**src/rtl/tetris_pkg.sv**
```systemverilog
// Shared types and constants for the tetron rotation controller.
package tetris_pkg;

    localparam int unsigned OFF_W       = 5;
    localparam int unsigned ROT_W       = 3;
    localparam int unsigned POS_W       = 5;
    localparam int unsigned SUM_W       = 7;
    localparam int unsigned NUM_BLK     = 4;
    localparam int unsigned OFFS_W      = OFF_W * NUM_BLK;
    localparam int unsigned KICK_W      = 2;
    localparam int unsigned BLK_W       = 2;
    localparam int unsigned DEF_BOARD_W = 10;
    localparam int unsigned DEF_BOARD_H = 20;
    localparam int unsigned DEF_NUM_ROT = 4;

    typedef enum logic [2:0] {
        IDLE,
        SHAPE,
        READ,
        EVAL,
        FIN
    } rot_state_t;

    // Pick block k's 5-bit offset out of the packed shaper bus.
    function automatic logic [OFF_W-1:0] blk_off(input logic [OFFS_W-1:0] offs,
                                                 input logic [BLK_W-1:0]  k);
        logic [OFF_W-1:0] r;
        case (k)
            2'd0:    r = offs[4:0];
            2'd1:    r = offs[9:5];
            2'd2:    r = offs[14:10];
            default: r = offs[19:15];
        endcase
        return r;
    endfunction

endpackage

```
**src/rtl/tetron_cell_addr.sv**
```systemverilog
// Combinational cell address: axis + block offset + kick, with playfield bounds check.
module tetron_cell_addr
    import tetris_pkg::*;
#(
    parameter int unsigned BOARD_W = DEF_BOARD_W,
    parameter int unsigned BOARD_H = DEF_BOARD_H
) (
    input  logic [POS_W-1:0]  base_row,
    input  logic [POS_W-1:0]  base_col,
    input  logic [OFF_W-1:0]  voff,
    input  logic [OFF_W-1:0]  hoff,
    input  logic [KICK_W-1:0] kick,
    output logic [POS_W-1:0]  row,
    output logic [POS_W-1:0]  col,
    output logic              oob
);

    localparam logic signed [SUM_W-1:0] ROW_LIM = SUM_W'(BOARD_H);
    localparam logic signed [SUM_W-1:0] COL_LIM = SUM_W'(BOARD_W);

    logic signed [SUM_W-1:0] row_s;
    logic signed [SUM_W-1:0] col_s;

    always_comb begin
        row_s = $signed({2'b00, base_row}) + $signed({{2{voff[OFF_W-1]}}, voff});
        col_s = $signed({2'b00, base_col}) + $signed({{2{hoff[OFF_W-1]}}, hoff})
              + $signed({{5{kick[KICK_W-1]}}, kick});
        oob   = row_s[SUM_W-1] || (row_s >= ROW_LIM) ||
                col_s[SUM_W-1] || (col_s >= COL_LIM);
        row   = row_s[POS_W-1:0];
        col   = col_s[POS_W-1:0];
    end

endmodule

```
**src/rtl/tetron_rotate_ctrl.sv**
```systemverilog
// Rotation controller: asks the shaper for a candidate rotation, probes four board cells, commits or rejects.
// Optional wall kick (+1 then -1 column retries) enabled by defining TETRON_WALLKICK_EN.
module tetron_rotate_ctrl
    import tetris_pkg::*;
#(
    parameter int unsigned BOARD_W = DEF_BOARD_W,
    parameter int unsigned BOARD_H = DEF_BOARD_H,
    parameter int unsigned NUM_ROT = DEF_NUM_ROT
) (
    input  logic              clk,
    input  logic              rst,
    input  logic              rot_req,
    input  logic              rot_dir,
    input  logic              new_piece,
    input  logic [POS_W-1:0]  piece_row,
    input  logic [POS_W-1:0]  piece_col,
    output logic              shp_active,
    output logic [ROT_W-1:0]  shp_rotation,
    input  logic [OFFS_W-1:0] shp_voff,
    input  logic [OFFS_W-1:0] shp_hoff,
    output logic              brd_rd_en,
    output logic [POS_W-1:0]  brd_rd_row,
    output logic [POS_W-1:0]  brd_rd_col,
    input  logic              brd_rd_data,
    output logic [ROT_W-1:0]  cur_rotation,
    output logic              busy,
    output logic              done,
    output logic              accepted,
    output logic [KICK_W-1:0] kick_dh
);

    localparam logic [ROT_W-1:0]  ROT_LAST = ROT_W'(NUM_ROT - 1);
    localparam logic [KICK_W-1:0] KICK_0   = 2'b00;
`ifdef TETRON_WALLKICK_EN
    localparam logic [KICK_W-1:0] KICK_P1  = 2'b01;
    localparam logic [KICK_W-1:0] KICK_M1  = 2'b11;
`endif

    rot_state_t        state, state_d;
    logic [ROT_W-1:0]  cand, cand_d, cur_d;
    logic [POS_W-1:0]  row_q, col_q, row_d, col_d;
    logic [BLK_W-1:0]  k, k_d;
    logic [KICK_W-1:0] kick, kick_d, kick_dh_d;
    logic              done_d, acc_d, pass, fail;
    logic              cell_oob;

    tetron_cell_addr #(
        .BOARD_W (BOARD_W),
        .BOARD_H (BOARD_H)
    ) u_cell_addr (
        .base_row (row_q),
        .base_col (col_q),
        .voff     (blk_off(shp_voff, k)),
        .hoff     (blk_off(shp_hoff, k)),
        .kick     (kick),
        .row      (brd_rd_row),
        .col      (brd_rd_col),
        .oob      (cell_oob)
    );

    // Next-state and commit logic.
    always_comb begin
        state_d   = state;
        cand_d    = cand;
        row_d     = row_q;
        col_d     = col_q;
        k_d       = k;
        kick_d    = kick;
        cur_d     = cur_rotation;
        kick_dh_d = kick_dh;
        done_d    = 1'b0;
        acc_d     = 1'b0;
        pass      = 1'b0;
        fail      = 1'b0;

        case (state)
            IDLE: begin
                if (rot_req) begin
                    row_d   = piece_row;
                    col_d   = piece_col;
                    kick_d  = KICK_0;
                    if (rot_dir)
                        cand_d = (cur_rotation == '0) ? ROT_LAST : cur_rotation - ROT_W'(1);
                    else
                        cand_d = (cur_rotation == ROT_LAST) ? '0 : cur_rotation + ROT_W'(1);
                    state_d = SHAPE;
                end
            end
            SHAPE: begin
                k_d     = '0;
                state_d = READ;
            end
            READ: begin
                if (cell_oob) fail = 1'b1;
                else          state_d = EVAL;
            end
            EVAL: begin
                if (brd_rd_data) begin
                    fail = 1'b1;
                end else if (k == BLK_W'(NUM_BLK - 1)) begin
                    pass = 1'b1;
                end else begin
                    k_d     = k + BLK_W'(1);
                    state_d = READ;
                end
            end
            FIN:     state_d = IDLE;
            default: state_d = IDLE;
        endcase

        if (pass) begin
            cur_d     = cand;
            kick_dh_d = kick;
            acc_d     = 1'b1;
            done_d    = 1'b1;
            state_d   = FIN;
        end

        if (fail) begin
`ifdef TETRON_WALLKICK_EN
            if (kick == KICK_0) begin
                kick_d  = KICK_P1;
                state_d = SHAPE;
            end else if (kick == KICK_P1) begin
                kick_d  = KICK_M1;
                state_d = SHAPE;
            end else begin
                done_d  = 1'b1;
                state_d = FIN;
            end
`else
            done_d  = 1'b1;
            state_d = FIN;
`endif
        end

        // A new piece discards any in-flight attempt.
        if (new_piece) begin
            state_d   = IDLE;
            cur_d     = '0;
            kick_dh_d = KICK_0;
            done_d    = 1'b0;
            acc_d     = 1'b0;
        end
    end

    always_ff @(posedge clk or posedge rst) begin
        if (rst) begin
            state        <= IDLE;
            cand         <= '0;
            row_q        <= '0;
            col_q        <= '0;
            k            <= '0;
            kick         <= KICK_0;
            cur_rotation <= '0;
            kick_dh      <= KICK_0;
            done         <= 1'b0;
            accepted     <= 1'b0;
        end else begin
            state        <= state_d;
            cand         <= cand_d;
            row_q        <= row_d;
            col_q        <= col_d;
            k            <= k_d;
            kick         <= kick_d;
            cur_rotation <= cur_d;
            kick_dh      <= kick_dh_d;
            done         <= done_d;
            accepted     <= acc_d;
        end
    end

    always_comb begin
        busy         = (state != IDLE);
        shp_active   = (state == SHAPE) || (state == READ) || (state == EVAL);
        shp_rotation = shp_active ? cand : cur_rotation;
        brd_rd_en    = (state == READ) && !cell_oob;
    end

endmodule

```
**config.mk**
```make
export PLATFORM = sky130hd
export DESIGN_NAME = tetron_rotate_ctrl
export DESIGN_NICKNAME = d
export VERILOG_FILES = /design/src/rtl/tetris_pkg.sv /design/src/rtl/tetron_cell_addr.sv /design/src/rtl/tetron_rotate_ctrl.sv
export SDC_FILE = /design/constraint.sdc
export NUM_CORES = 1
export LEC_CHECK = 0
export CAP_MARGIN = 0
export CORE_MARGIN = 2
export CORE_UTILIZATION = 44
export CTS_CLUSTER_SIZE = 24
export DETAILED_ROUTE_END_ITERATION = 12
export MAX_ROUTING_LAYER = met4
export PLACE_DENSITY_LB_ADDON = 0.12
export SLEW_MARGIN = 30
export SYNTH_ARGS = -nofsm -noshare
export SYNTH_HDL_FRONTEND = slang
export SYNTH_SLANG_ARGS = --single-unit
```
**constraint.sdc**
```tcl
create_clock -name clk -period 3.9 [get_ports clk]
set_clock_uncertainty 0.2 [all_clocks]
set_input_delay 0.39 -clock clk [delete_from_list [all_inputs] [get_ports clk]]
set_output_delay 0.39 -clock clk [all_outputs]
set_load 0.02 [all_outputs]
```
==> out/qor.yml <==
outcome:
  status: "complete, no violations"
worst_setup_path:
  worstPathArrival_ps: 3180
  r2r_slack_ps: 560
  crit_end: "brd_rd_en"
  worstPathMaxFanout: 6
  reg2regPathDepth: 14
  crit_path_end_kind: "output pin"
  critPathKind: "reg2out"
  regToRegStartpoint: "k[0]$_DFFE_PP0P_"
  crit_start: "k[0]$_DFFE_PP0P_"
  critPathLaunchType: "flop"
  r2r_end: "state[1]$_DFFE_PP0P_"
  worstPathRequired_ps: 3310
timing:
  fmax_ghz: 0.2653
  timing.final.crit_share: 0.9666
  final.setup.worst_slack_ps: 130.2
  worst_pin_slew_ps: 870.4
  fin_crit_ps: 3770
  maxSlewViolCount: 0
  setup_violations: 0
  hold_viol_final: 0
  max_slew_margin: 0.4191
  rsz0062_at_grt: "true"
logic_synthesis:
  synth_xor_xnor_area_share: 0.03553
  ys.flop_type: "dfrtp_1"
  synth_mux_area_frac: 0.1123
  ys_async_sr_fraction: 1.000
  synthesis.area_mm2: 0.001972
  synth_edf_count: 0
  ys_seq_area_frac: 0.2919
  synth_area_per_cell_um2: 9.258
  synth-compound-area-share: 0.1935
  ys_ff_latch: 23
  synth_top_family_by_area: "compound AO/OA/AOI/OAI gates"
  synth-adder-area-share: 0.1472
  synthCells: 213
  yosysWarnings: 0
  synth_cell_types: 47
  yosys.area_share.simple: 0.1402
cts:
  clk_latency_ps: 270
  cts_tree: "yes"
  cts_sinks: 23
  clk_pin_slew_worst_paths_ps: 90
  h-tree-depth: 1
  postCtsSetupBuffers: 0
  clockRootBuffer: "clkbuf_8"
  cts_buffers: 3
  cts_buffer_depth: 2
global_routing:
  grt_overflow_total: 0
  grt.total_usage: 0.2138
  antenna_found_initial: 0
  grt_pass1_vias: 1885
  grt_pass1_wl_um: 8500
  grt_max_degree: 24
die:
  fp.dieH_um: 70.95
  start_util: 0.4560
  row_count: 24
  io-pin-count: 79
  core_mm2: 0.004324
  die_width_um: 70.95
  dieArea_mm2: 0.005033
routing:
  vias_per_cell: 5.216
  drtIter0Drc: 92
  wire_per_inst_um: 13.88
  totalWireLength_um: 5137
  route.detailed.drc: 0
  dr.pass1.iters: 6
  via_count: 1930
  antenna_left: 0
layout:
  fin_nets: 397
  drive_gt1_frac: 0.1950
  final_area_mm2: 0.003074
  syn_to_final_growth_pct: 55.90
  n_antenna_cell: 0
  final_core_util: 0.7109
place:
  routabilityCongestion: 0.8630
  dp_slack_ps: -215.9
  place_hpwl_um: 4286
  place_area_mm2: 0.002987
  io_buffers: 76
min_path:
  min_path_type: "in2async"
power_and_ir_drop:
  vdd_drop_max_mv: 0.4145
  p_leak_nw: 1.368
  p_total_mw: 2.693
  p_per_area_mw_per_mm2: 875.9
run:
  max_cap_violations: 0
power breakdown:
part	internal, mW	switching [mW]
sequential	0.295	0.0438
combinational	1.16	1.04
clock	0.0724	0.0808
total	1.53	1.16
timing repair:
item,4_1_cts,5_1_grt
hold endpoints to repair,0,0
pin swaps,1,1
setup endpoints to repair,2,3
hold buffers,0,0
gates resized for setup,11,4
metrics by stage:
| step | std cells | setup TNS, ps | hold WS [ps] |
|---|---|---|---|
| floorplan | 214 | 0 | 191.9 |
| global placement | 366 | -175.1 | 306.8 |
| detailed placement | 366 | -215.9 | 311.5 |
| CTS | 370 | 0 | 331.8 |
| global route | 370 | -109.6 | 339.8 |
| finish | 370 | 0 | 286.4 |
critical path, stage by stage, from the launching register on:
cell and delay (ps):
dfrtp_1 420, inv_2 130, ha_4 180, a222oi_1 120, mux2i_1 150, ha_1 190
inv_1 50, fa_1 370, nand2b_1 170, a21oi_2 170, xnor2_1 130, a2111oi_4 390
nand3_1 140, nor2_1 110, buf_2 180
cell usage after synthesis (4+ instances only):
| cell type | n | area share |
|---|---|---|
| xnor2_1 | 6 | 0.027 |
| mux2_2 | 9 | 0.051 |
| nand2_1 | 21 | 0.040 |
| a31oi_1 | 5 | 0.016 |
| nand3_1 | 4 | 0.010 |
| inv_1 | 26 | 0.049 |
| mux2i_1 | 12 | 0.061 |
| a21oi_1 | 7 | 0.018 |
| o21ai_0 | 6 | 0.015 |
| nand2b_1 | 5 | 0.016 |
| o21ai_1 | 4 | 0.010 |
| dfrtp_1 | 23 | 0.29 |
| nor2_1 | 11 | 0.021 |
| a222oi_1 | 9 | 0.046 |
| ha_1 | 20 | 0.13 |
worst min path at each step:
stage	from	to	depth (start not counted)
3_3_place_gp	row_q[0]$_DFFE_PP0P_	row_q[0]$_DFFE_PP0P_	1
6_report	rst	row_q[0]$_DFFE_PP0P_	2
2_1_floorplan	rst	accepted$_DFF_PP0_	1
4_1_cts	row_q[2]$_DFFE_PP0P_	row_q[2]$_DFFE_PP0P_	1
5_1_grt	rst	col_q[1]$_DFFE_PP0P_	2
3_5_place_dp	row_q[2]$_DFFE_PP0P_	row_q[2]$_DFFE_PP0P_	1
layer usage:
metal  GRT usage  wire length, um  vias up
li1            -                -      968
met1      0.2889             2291      884
met2      0.3427             2377       72
met3     0.02707              423        6
met4     0.05241               44        0
met5           -                0        -
state kept, by name, summed over array words and instances (netlist names):
name,flops
state,3
col_q,5
cur_rotation,3
accepted,1
cand,3
k,2
done,1
row_q,5
cell usage in the layout (no fill, tap or decap), types with 2 or more instances in the layout:
cell / synthesis / final
dfrtp_1: 23 / 23
clkdlybuf4s50_1: 0 / 73
o21ai_0: 6 / 6
a222oi_1: 9 / 9
nand3b_1: 3 / 3
buf_4: 2 / 32
ha_1: 20 / 17
a31oi_1: 5 / 5
nor2_1: 11 / 11
nand2b_1: 5 / 5
xor2_1: 2 / 2
dlymetal6s2s_1: 0 / 2
a21o_1: 2 / 2
o21ai_1: 4 / 4
mux2i_1: 12 / 12
o21bai_1: 2 / 2
nand3_1: 4 / 4
ha_4: 0 / 2
a21oi_1: 7 / 6
clkbuf_8: 0 / 3
nand2_1: 21 / 21
conb_1: 1 / 2
nor2b_1: 2 / 2
mux2_2: 9 / 9
a22oi_1: 2 / 2
inv_1: 26 / 23
xnor2_1: 6 / 6
inv_2: 0 / 2
fa_1: 2 / 2
nor3_1: 3 / 3
cells by family after synthesis:
kind of cell             after synthesis
flip-flops                            23
multiplexers                          21
AND/OR/NAND/NOR                       55
adder cells (fa/ha/maj)               22
AO/OA/AOI/OAI                         49
buffers and inverters                 34
XOR/XNOR                               8
other                                  1
final cells by class:
cell class / instances / area, um2
multi-input cells: 157 / 1286
fillers: 361 / 1250
repair buffers: 108 / 1001
flip-flops and latches: 23 / 575.6
inverters: 26 / 97.59
well taps: 52 / 65.06
clock buffers: 3 / 41.29
clock inverters: 1 / 7.507
No activity file was read; power rests on OpenSTA's default activity.
